## src/rtl/event_flasher.sv

```systemverilog
// event_flasher: turns single-cycle event pulses into fixed-length flashes.
// Each accepted event gives one ON_CYCLES-long high window on out, followed by
// a GAP_CYCLES-long low gap. Events arriving mid-flash or mid-gap are counted
// in a saturating pending counter and replayed in order.
//
// Ports:
//   clock    - system clock, rising edge
//   reset_n  - asynchronous active-low reset
//   pulse    - event strobe, one event per cycle sampled high
//   clear    - synchronous clear of pending and overflow
//   out      - registered flash output
//   busy     - high whenever the FSM is not idle
//   pending  - queued events not yet flashed
//   overflow - sticky, set when an event is dropped at saturation
module event_flasher #(
  parameter int ON_CYCLES   = 8,
  parameter int GAP_CYCLES  = 4,
  parameter int MAX_PENDING = 3,
  localparam int PW = $clog2(MAX_PENDING + 1)
) (
  input  logic          clock,
  input  logic          reset_n,
  input  logic          pulse,
  input  logic          clear,
  output logic          out,
  output logic          busy,
  output logic [PW-1:0] pending,
  output logic          overflow
);

  localparam int TMAX = (ON_CYCLES > GAP_CYCLES) ? ON_CYCLES : GAP_CYCLES;
  localparam int TW   = $clog2(TMAX + 1);
  localparam logic [TW-1:0] ON_LOAD  = TW'(ON_CYCLES - 1);
  localparam logic [TW-1:0] GAP_LOAD = TW'(GAP_CYCLES - 1);
  localparam logic [PW-1:0] PEND_MAX = PW'(MAX_PENDING);

  typedef enum logic [1:0] {IDLE, ON, GAP} state_t;

  state_t        state;
  logic [TW-1:0] timer;
  logic          gap_end, have_pending, inc, dec;

  assign gap_end      = (state == GAP) && (timer == '0);
  assign have_pending = (pending != '0);
  // A pulse is queued unless it starts a flash by itself: from IDLE, or at the
  // end of a gap with nothing queued ahead of it. With something queued at gap
  // end, the pulse goes in behind the consumed event (inc and dec cancel).
  assign inc = pulse && (state != IDLE) && !(gap_end && !have_pending);
  assign dec = gap_end && have_pending;

  always_ff @(posedge clock or negedge reset_n) begin
    if (!reset_n) begin
      state    <= IDLE;
      timer    <= '0;
      out      <= 1'b0;
      busy     <= 1'b0;
      pending  <= '0;
      overflow <= 1'b0;
    end else begin
      // out/busy are loaded from the next state so they stay plain flops.
      case (state)
        IDLE: if (pulse) begin
          state <= ON;
          timer <= ON_LOAD;
          out   <= 1'b1;
          busy  <= 1'b1;
        end
        ON: if (timer != '0) begin
          timer <= timer - 1'b1;
        end else begin
          state <= GAP;
          timer <= GAP_LOAD;
          out   <= 1'b0;
        end
        GAP: if (!gap_end) begin
          timer <= timer - 1'b1;
        end else if (have_pending || pulse) begin
          state <= ON;
          timer <= ON_LOAD;
          out   <= 1'b1;
        end else begin
          state <= IDLE;
          busy  <= 1'b0;
        end
        default: begin
          state <= IDLE;
          timer <= '0;
          out   <= 1'b0;
          busy  <= 1'b0;
        end
      endcase

      // clear beats a same-cycle inc: that event is dropped silently.
      if (clear) begin
        pending  <= '0;
        overflow <= 1'b0;
      end else if (inc && !dec) begin
        if (pending == PEND_MAX) overflow <= 1'b1;
        else                     pending  <= pending + 1'b1;
      end else if (dec && !inc) begin
        pending <= pending - 1'b1;
      end
    end
  end

endmodule

```

## config.mk

```make
export PLATFORM = sky130hd
export DESIGN_NAME = event_flasher
export DESIGN_NICKNAME = d
export VERILOG_FILES = /design/src/rtl/event_flasher.sv
export SDC_FILE = /design/constraint.sdc
export NUM_CORES = 1
export LEC_CHECK = 0
export CAP_MARGIN = 10
export CORE_MARGIN = 5
export CORE_UTILIZATION = 50
export CTS_BUF_LIST = sky130_fd_sc_hd__clkbuf_4 sky130_fd_sc_hd__clkbuf_8 sky130_fd_sc_hd__clkbuf_16
export CTS_CLUSTER_SIZE = 12
export DETAILED_ROUTE_END_ITERATION = 10
export PLACE_DENSITY = 0.73
export SLEW_MARGIN = 20
export SYNTH_ARGS = -nofsm -noshare
export SYNTH_HDL_FRONTEND = slang
export SYNTH_SLANG_ARGS = --single-unit
```

## constraint.sdc

```tcl
create_clock -name clock -period 2.5 [get_ports clock]
set_input_delay 0.5 -clock clock [delete_from_list [all_inputs] [get_ports clock]]
set_output_delay 0.5 -clock clock [all_outputs]
set_load 0.01 [all_outputs]
```

==> results of run 1 <==
## logic make-up after synthesis
kind of cell,count (synthesis)
xor gates and xnor gates,2
DFF,11
AOI/OAI and AO/OA,24
buffers and inverters,10
adders and majority gates,2
and+or+nand+nor,29
## power groups by stage
stage	logic (W)	registers, W	clock network (W)
finish	0.000399	0.000358	0.000132
global route	0.000445	0.000370	0.000150
CTS	0.000400	0.000355	0.000139
detailed placement	0.000396	0.000358	0
global placement	0.000390	0.000357	0
floorplan	0.000335	0.000309	0
## flip-flops by register name (all words and copies together), names as in the netlist
name      count
timer         4
overflow      1
out           1
state         2
busy          1
pending       2
## stage by stage
step                utilization [%]  cells  hold WS, ns  setup WS [ns]
floorplan                         -     78       0.2044         0.8453
global placement              58.75     97       0.5045         0.4292
detailed placement            58.75     97       0.5346         0.4157
CTS                           61.06    101       0.5462         0.6493
global route                  61.06    101       0.5656         0.5175
finish                        61.06    101       0.5284         0.6252
## routing by layer
metal,track usage (%),wire length [um],part of all wire (%)
met5,0,0,0
met4,9.945,12,0.81
met3,3.448,63,4.2
met2,21.95,714,48
met1,24.88,699,47
## critical path, delay by kind of cell (launching register included)
kind            cells  cell delay, ns
simple gates        2            0.74
flops               1            0.39
compound gates      2            0.31
fa+ha+maj           1            0.21
buf+inv             1            0.10
## final timing paths
path / slack (ns) / end
max: 0.63 / overflow
min: 0.53 / overflow
max reg2reg: 0.63 / overflow
min reg2reg: 0.53 / overflow
max in group asynchronous: 1.61 / out
min in group asynchronous: 0.56 / busy
## cells in the final DEF (no fill, tap or decap)
cell and instances:
a31oi_1 2, nor2_1 9, inv_1 5, or3b_1 1, o21ai_0 2, xor2_1 1, or2_2 1, maj3_1 1
o2111ai_1 1, nand4_1 1, or3_1 1, o221a_1 1, nor3_1 2, o22ai_1 2, or2b_1 1, and2_1 3
xnor2_1 1, buf_4 1, a32oi_1 1, o41ai_1 1, o32ai_1 2, nand2_1 5, a2111oi_0 1, dfrtp_1 11
clkdlybuf4s50_1 8, a211oi_1 1, clkbuf_4 4, o21ai_4 1, a21o_1 1, nor2b_1 2, nand3_1 1, nor3b_2 1
ha_1 1, a21oi_1 8, and2_2 1
## final cells by class
class	instances	area, um^2	area share, %
clock buffer	4	30.03	3.780
inverter	5	18.77	2.362
multi-input combinational	57	364.1	45.83
sequential	11	275.3	34.65
tap	15	18.77	2.362
timing repair buffer	9	87.58	11.02
==> out/qor.yml, run 1 <==
rr_startpoint: "timer[0]"
drt-total-wl_um: 1490
cts_tree: "yes"
finalSetupViolCount: 0
post_route_cells_drive_above_1_share_pct: 10.47
clk_pin_slew_ns: 0.07
clockBufferDepth: 2
reg2reg_depth: 6
p_comb_share_pct: 44.9
max_freq_ghz: 0.5334
diodes: 0
fillers: 115
ys_ff_latch: 11
synth_mux_area_share_pct: 0
p_switching_w: 0.0003665
async_reset_ff_share_pct: 100.0
synth_top_family_by_area: "compound AO/OA/AOI/OAI gates"
layout.nets: 92
min_path_type: "reg -> reg"
fp.coreArea_um2: 1301
rsz0062_at_grt: "false"
synthSimpleGateAreaFrac_pct: 22.36
grt_pass1_wl_um: 2553
synth_cell_type_count: 35
whs_path_depth: 2
netlist_top_cells_count: "dfrtp_1, nor2_1, a21oi_1"
hold_viol: 0
worst_pin_slew_ns: 0.5588
synth_xor_area_share_pct: 2.545
path_cells: "inv_1, ha_1, or3b_1, and2_1, o2111ai_1, a21oi_1"
clock-sinks: 11
synthCells: 78
cts_hold_buf: 0
via_per_inst: 5.950
endpoint_kind: "flip-flop"
antenna_found_initial: 0
synth-compound-area-share_pct: 24.73
ys.flop_type: "dfrtp_1"
start_kind: "flip-flop"
tns_ns: 0
skew_ns: 0.004443
area_growth_pct: 15.45
cts_buffers: 3
irDropWorstVdd_v: 0.0006007
io_buffers: 8
synth_adder_area_share_pct: 3.273
ios: 9
share_seq_of_total_power_pct: 40.3
yosysMostFrequentCell: "dfrtp_1"
drtPass1Iterations: 4
vias: 601
seq_area_frac_synth_pct: 40.00
drtAntennaViolNets: 0
arrival_ns: 2.02
syn-cell-area_um2: 688.2
post_cts.repair.setup_buffers: 0
cts_resized: 0
die_h_um: 47.10
synth_area_per_cell_um2: 8.823
hold_start: "overflow"
grt_overflow: 0
intPower_w: 0.0005224
leakagePower_nw: 0.3302
startpoint: "timer[0]"
stdcell_area_um2: 794.5
dp_hpwl_um: 1071
swShare_pct: 41.23
die_x_um: 47.10
min_period_over_period_pct: 74.99
synthTopCellsByArea: "dfrtp_1, a21oi_1, nor2_1, and2_1, inv_1"
grt_max_degree: 19
dr.first_iter.drc_count: 36
synth_top_area_share_pct: 40.00
num_rows: 13
powerDensity_nw_per_um2: 1119
yosys.area.top_type: "dfrtp_1"
min_period_ns: 1.875
gp_congestion: 0.7846
crit_required_ns: 2.65
synth-edff-count: 0
maxCapViolCount: 0
status: "completed"
grt_usage_pct: 16.76
pwr-share-clk_pct: 14.9
routedWlPerCell_um: 14.75
cts_root_buffer: "clkbuf_4"
finalMaxSlewViolations: 0
critPathMaxFanout: 7
clock_latency_ns: 0.27
yosysWarnings: 0
critPathKind: "reg -> reg"
placedInstanceArea_um2: 764.5
die_area_um2: 2218
h-tree-depth: 1
relSlewSlack_pct: 62.74
total_power_w: 0.0008889
critPathMaxStageDelay_ns: 0.51
crit_slowest_cell: "or3b_1"
synth_nets: 83
initial_core_util_pct: 52.88
grt_pass1_vias: 552
drc: 0
Note: power is estimated with default switching activity, not from simulation.
==> run 2: changes to the inputs <==
Clock period 2.5 ns to 1.9 ns, I/O delays scaled along.
==> run 2 against run 1 <==
Critical path type unchanged. Sequential share of layout area shrank 1.3 points. Highest routed layer unchanged. Setup slack lost 0.46 ns. Maximum frequency rose by 7.9%. Clock skew down 0.0011 ns. Clock power grew 33%. Worst hold slack worse by 0.086 ns.
==> out/qor.yml, run 2 (synthesis results as in run 1) <==
status: "completed"
layout.nets: 95  # +3.3%
dr.first_iter.drc_count: 17  # -53%
drtPass1Iterations: 4  # unchanged
area_growth_pct: 19.82
finalSetupViolCount: 0  # unchanged
num_rows: 13  # unchanged
cts_buffers: 3  # unchanged
leakagePower_nw: 0.3470  # +5.1%
cts_tree: "yes"
reg2reg_depth: 7  # +1
grt_max_degree: 18  # -1
maxCapViolCount: 0  # unchanged
cts_root_buffer: "clkbuf_4"
setup_slack_ns: 0.1618  # -0.4634 ns
vias: 598  # -0.50%
skew_ns: 0.003389  # -0.001054 ns
die_x_um: 47.10  # unchanged
grt_pass1_wl_um: 2642  # +3.5%
min_path_type: "in -> async"
placedInstanceArea_um2: 787.0  # +2.9%
endpoint_kind: "flip-flop"
critPathMaxStageDelay_ns: 0.38  # -0.13 ns
critPathKind: "reg -> reg"
ios: 9  # unchanged
path_cells: "inv_1, ha_1, nor3b_2, buf_4, and2_1, o41ai_1, a31oi_1"
clk_pin_slew_ns: 0.07  # about the same
drc: 0  # unchanged
reg_top3: "timer: 4 flops, pending: 2 flops, state: 2 flops"
grt_overflow: 0  # unchanged
pre_cts_ws_ns: 0.1069  # -0.3088 ns
top_register: "timer"
crit_slowest_cell: "dfrtp_1"
grt_pass1_vias: 580  # +5.1%
drtAntennaViolNets: 0  # unchanged
die_area_um2: 2218  # unchanged
rr_startpoint: "timer[1]"
cts_hold_buf: 0  # unchanged
rsz0062_at_grt: "false"
hold_viol: 0  # unchanged
worst_pin_slew_ns: 0.5343  # -0.02455 ns
relSlewSlack_pct: 64.38  # +1.6 points
arrival_ns: 1.88  # -0.14 ns
reg2reg_to: "pending[0]"
antenna_found_initial: 0  # unchanged
routedWlPerCell_um: 14.63  # -0.86%
tns_ns: 0  # unchanged
largest_register_ffs: 4  # unchanged
irDropWorstVdd_v: 0.0007720  # +29%
clock-sinks: 11  # unchanged
crit_required_ns: 2.04  # -0.61 ns
clock_latency_ns: 0.27  # about the same
grt_usage_pct: 17.46  # +0.70 points
h-tree-depth: 1  # unchanged
finalMaxSlewViolations: 0  # unchanged
min_period_over_period_pct: 91.48  # +16 points
stdcell_area_um2: 824.5  # +3.8%
diodes: 0  # unchanged
via_per_inst: 5.750  # -3.4%
gp_congestion: 0.7540  # -3.9%
layout_commonest_cell: "dfrtp_1"
rrSetupSlack_ns: 0.16  # -0.46 ns
initial_core_util_pct: 52.88  # unchanged
layout_common_cells: "dfrtp_1, nor2_1, a21oi_1, clkdlybuf4s50_1"
powerDensity_nw_per_um2: 1469  # +31%
max_freq_ghz: 0.5753  # +7.9%
io_buffers: 8  # unchanged
drt-total-wl_um: 1521  # +2.1%
die_h_um: 47.10  # unchanged
min_period_ns: 1.738  # -0.1366 ns
dp_hpwl_um: 1091  # +1.8%
post_route_cells_drive_above_1_share_pct: 15.73  # +5.3 points
critPathMaxFanout: 5  # -2
fp.coreArea_um2: 1301  # unchanged
start_kind: "flip-flop"
clockBufferDepth: 2  # unchanged
==> run 2: layout make-up <==
cell class              instances  area [um^2]
fillers                       112        476.7
well taps                      15        18.77
repair buffers                 12        110.1
flip-flops and latches         11        275.3
multi-input cells              57        371.6
clock buffers                   4        30.03
inverters                       5        18.77
==> run 2: repair_timing <==
| action | CTS | global route |
|---|---|---|
| buffers inserted | 0 | 0 |
| setup endpoints to repair | 0 | 3 |
| gates resized for setup | 0 | 2 |
==> run 2: through the flow <==
step           power (W)  util (%)  hold WS, ns  std cells
2_1_floorplan  0.0008478         -      0.08441         78
3_3_place_gp    0.001007     60.48       0.5089        100
3_5_place_dp    0.001018     60.48       0.5203        100
4_1_cts         0.001203     62.79       0.4560        104
5_1_grt         0.001320     63.37       0.4719        104
6_report        0.001212     63.37       0.4419        104
==> run 2: how the worst max path moves through the flow <==
stage	depth (start not counted)	start	end
floorplan	7	timer[0]	timer[1]
global placement	5	timer[0]	timer[1]
detailed placement	5	timer[0]	timer[1]
CTS	5	timer[0]	timer[1]
global route	5	timer[0]	state[0]
finish	7	timer[1]	pending[0]
==> run 2: power by group <==
part | leakage (nW) | internal (W) | total, W | switching (W)
combinational | 0.196 | 0.000296 | 0.000599 | 0.000303
clock | 0.0184 | 0.0000955 | 0.000175 | 0.0000800
sequential | 0.133 | 0.000322 | 0.000437 | 0.000115
total | 0.347 | 0.000713 | 0.00121 | 0.000498
==> run 2: routing by layer <==
metal / global-route usage [%] / part of all wire, % / vias to the layer above
met3: 4.598 / 3.4 / 2
met1: 25.35 / 49 / 279
met2: 22.76 / 47 / 15
met4: 10.50 / 0.79 / 0
li1: - / - / 302
met5: 0 / 0 / -
==> run 2: worst max-delay path, delay by kind of cell (launching register included) <==
family / cells / cell delay (ns)
fa+ha+maj: 1 / 0.21
flops: 1 / 0.38
compound gates: 2 / 0.47
buf+inv: 2 / 0.21
simple gates: 2 / 0.32
==> run 3: changes to the inputs <==
Settings changed: CORE_UTILIZATION 50 to 52, PLACE_DENSITY 0.73 to 0.76.
==> run 3 against run 2 <==
Highest routed layer unchanged. Clock-buffer cell count stayed put. Die area is 3.0% lower. Global-route usage up 0.47 points. Clock skew increased by 0.00056 ns. Setup slack got worse by 0.060 ns. Largest power group unchanged. Largest cell class unchanged. Cell count did not move. Total power down 0.84%. Critical endpoint is now timer[1].
==> out/qor.yml, run 3 (synthesis results as in run 1) <==
status: "completed"
hold_viol: 0  # unchanged
min_period_over_period_pct: 94.64  # +3.2 points
drt-total-wl_um: 1486  # -2.3%
vias: 606  # +1.3%
diodes: 0  # unchanged
drtAntennaViolNets: 0  # unchanged
fp.coreArea_um2: 1269  # -2.5%
die_area_um2: 2151  # -3.0%
clockBufferDepth: 2  # unchanged
rrSetupSlack_ns: 0.10  # -0.06 ns
endpoint_kind: "flip-flop"
rsz0062_at_grt: "false"
layout_common_cells: "dfrtp_1, nor2_1, a21oi_1, clkdlybuf4s50_1"
grt_pass1_vias: 555  # -4.3%
worst_pin_slew_ns: 0.5443  # +0.01002 ns
ios: 9  # unchanged
cts_tree: "yes"
cts_resized: 0  # unchanged
area_growth_pct: 18.73
critPathMaxFanout: 7  # +2
grt_overflow: 0  # unchanged
cts_hold_buf: 0  # unchanged
powerDensity_nw_per_um2: 1470  # about the same
dr.first_iter.drc_count: 18  # +1
min_path_type: "in -> async"
critPathKind: "reg -> reg"
rr_startpoint: "timer[0]"
drc: 0  # unchanged
tns_ns: 0  # unchanged
drtPass1Iterations: 4  # unchanged
finalSetupViolCount: 0  # unchanged
reg2reg_to: "timer[1]"
cts_buffers: 3  # unchanged
die_h_um: 46.38  # -1.5%
max_freq_ghz: 0.5562  # -3.3%
reg_top3: "timer: 4 flops, pending: 2 flops, state: 2 flops"
io_buffers: 8  # unchanged
hold_slack_ns: 0.4357  # -0.006152 ns
clock-sinks: 11  # unchanged
top_register: "timer"
h-tree-depth: 1  # unchanged
routedWlPerCell_um: 14.29  # -2.3%
leakagePower_nw: 0.3448  # -0.64%
start_kind: "flip-flop"
gp_congestion: 0.7342  # -2.6%
cts_root_buffer: "clkbuf_4"
num_rows: 13  # unchanged
grt_max_degree: 18  # unchanged
arrival_ns: 2.02  # +0.14 ns
min_period_ns: 1.798  # +0.05987 ns
grt_pass1_wl_um: 2553  # -3.4%
irDropWorstVdd_v: 0.0007995  # +3.6%
reg2reg_depth: 5  # -2
post_route_cells_drive_above_1_share_pct: 13.48  # -2.2 points
maxCapViolCount: 0  # unchanged
clk_pin_slew_ns: 0.07  # about the same
fin_util_pct: 64.40  # +1.0 points
antenna_found_initial: 0  # unchanged
grt_usage_pct: 17.93  # +0.47 points
dp_hpwl_um: 1051  # -3.6%
crit_required_ns: 2.12  # +0.08 ns
initial_core_util_pct: 54.24  # +1.4 points
largest_register_ffs: 4  # unchanged
layout.nets: 95  # unchanged
relSlewSlack_pct: 63.71  # -0.67 points
via_per_inst: 5.827  # +1.3%
finalMaxSlewViolations: 0  # unchanged
clock_latency_ns: 0.28  # about the same
post_cts.repair.setup_buffers: 0  # unchanged
layout_commonest_cell: "dfrtp_1"
die_x_um: 46.38  # -1.5%
skew_ns: 0.003951  # +0.0005621 ns
-- run 3: cell count changes in the layout (fill, tap and decap cells not counted) --
cell and delta:
nor3_1 +1, nor3_2 -1, or3b_1 +1, or3b_4 -1
-- run 3: power breakdown --
| part | leakage, nW | internal (W) | switching [W] |
|---|---|---|---|
| combinational | 0.194 | 0.000287 | 0.000303 |
| clock | 0.0184 | 0.0000958 | 0.0000819 |
| sequential | 0.133 | 0.000322 | 0.000110 |
-- run 3: layout make-up --
class,instances,area [um^2]
timing repair buffer,12,110.1
tap,15,18.77
clock buffer,4,30.03
multi-input combinational,57,364.1
fill,98,451.7
sequential,11,275.3
inverter,5,18.77
-- run 3: stage by stage --
step / setup slack, ns / std cells / instance area (um^2) / total power [W]
final: 0.1019 / 104 / 817.0 / 0.001201
after detailed placement: 0.1123 / 100 / 787.0 / 0.001016
after global routing: 0.003914 / 104 / 817.0 / 0.001308
after CTS: 0.1053 / 104 / 817.0 / 0.001207
after global placement: 0.1362 / 100 / 787.0 / 0.001003
after floorplan: 0.2453 / 78 / 688.2 / 0.0008478
-- run 3: worst max-delay path: stages (launching register included) --
cell	delay, ns
dfrtp_1	0.37
inv_1	0.09
ha_1	0.21
or3b_1	0.50
nor3_1	0.33
o221a_1	0.24
-- run 3: worst max path at each step --
stage / start / endpoint / slack (ns) / depth (start not counted)
2_1_floorplan: timer[0] / timer[1] / 0.25 / 7
3_5_place_dp: timer[0] / timer[1] / 0.11 / 5
4_1_cts: timer[0] / timer[1] / 0.11 / 5
5_1_grt: timer[0] / overflow / 0.004 / 6
6_report: timer[0] / timer[1] / 0.10 / 5
3_3_place_gp: pulse / pending[0] / 0.14 / 5
-- run 3: layer usage --
layer | routed length [um] | vias to the layer above | track usage, %
met5 | 0 | - | 0
met4 | 37 | 0 | 11.93
met3 | 67 | 5 | 5.078
met2 | 729 | 15 | 26.10
met1 | 652 | 283 | 22.73
li1 | - | 303 | -
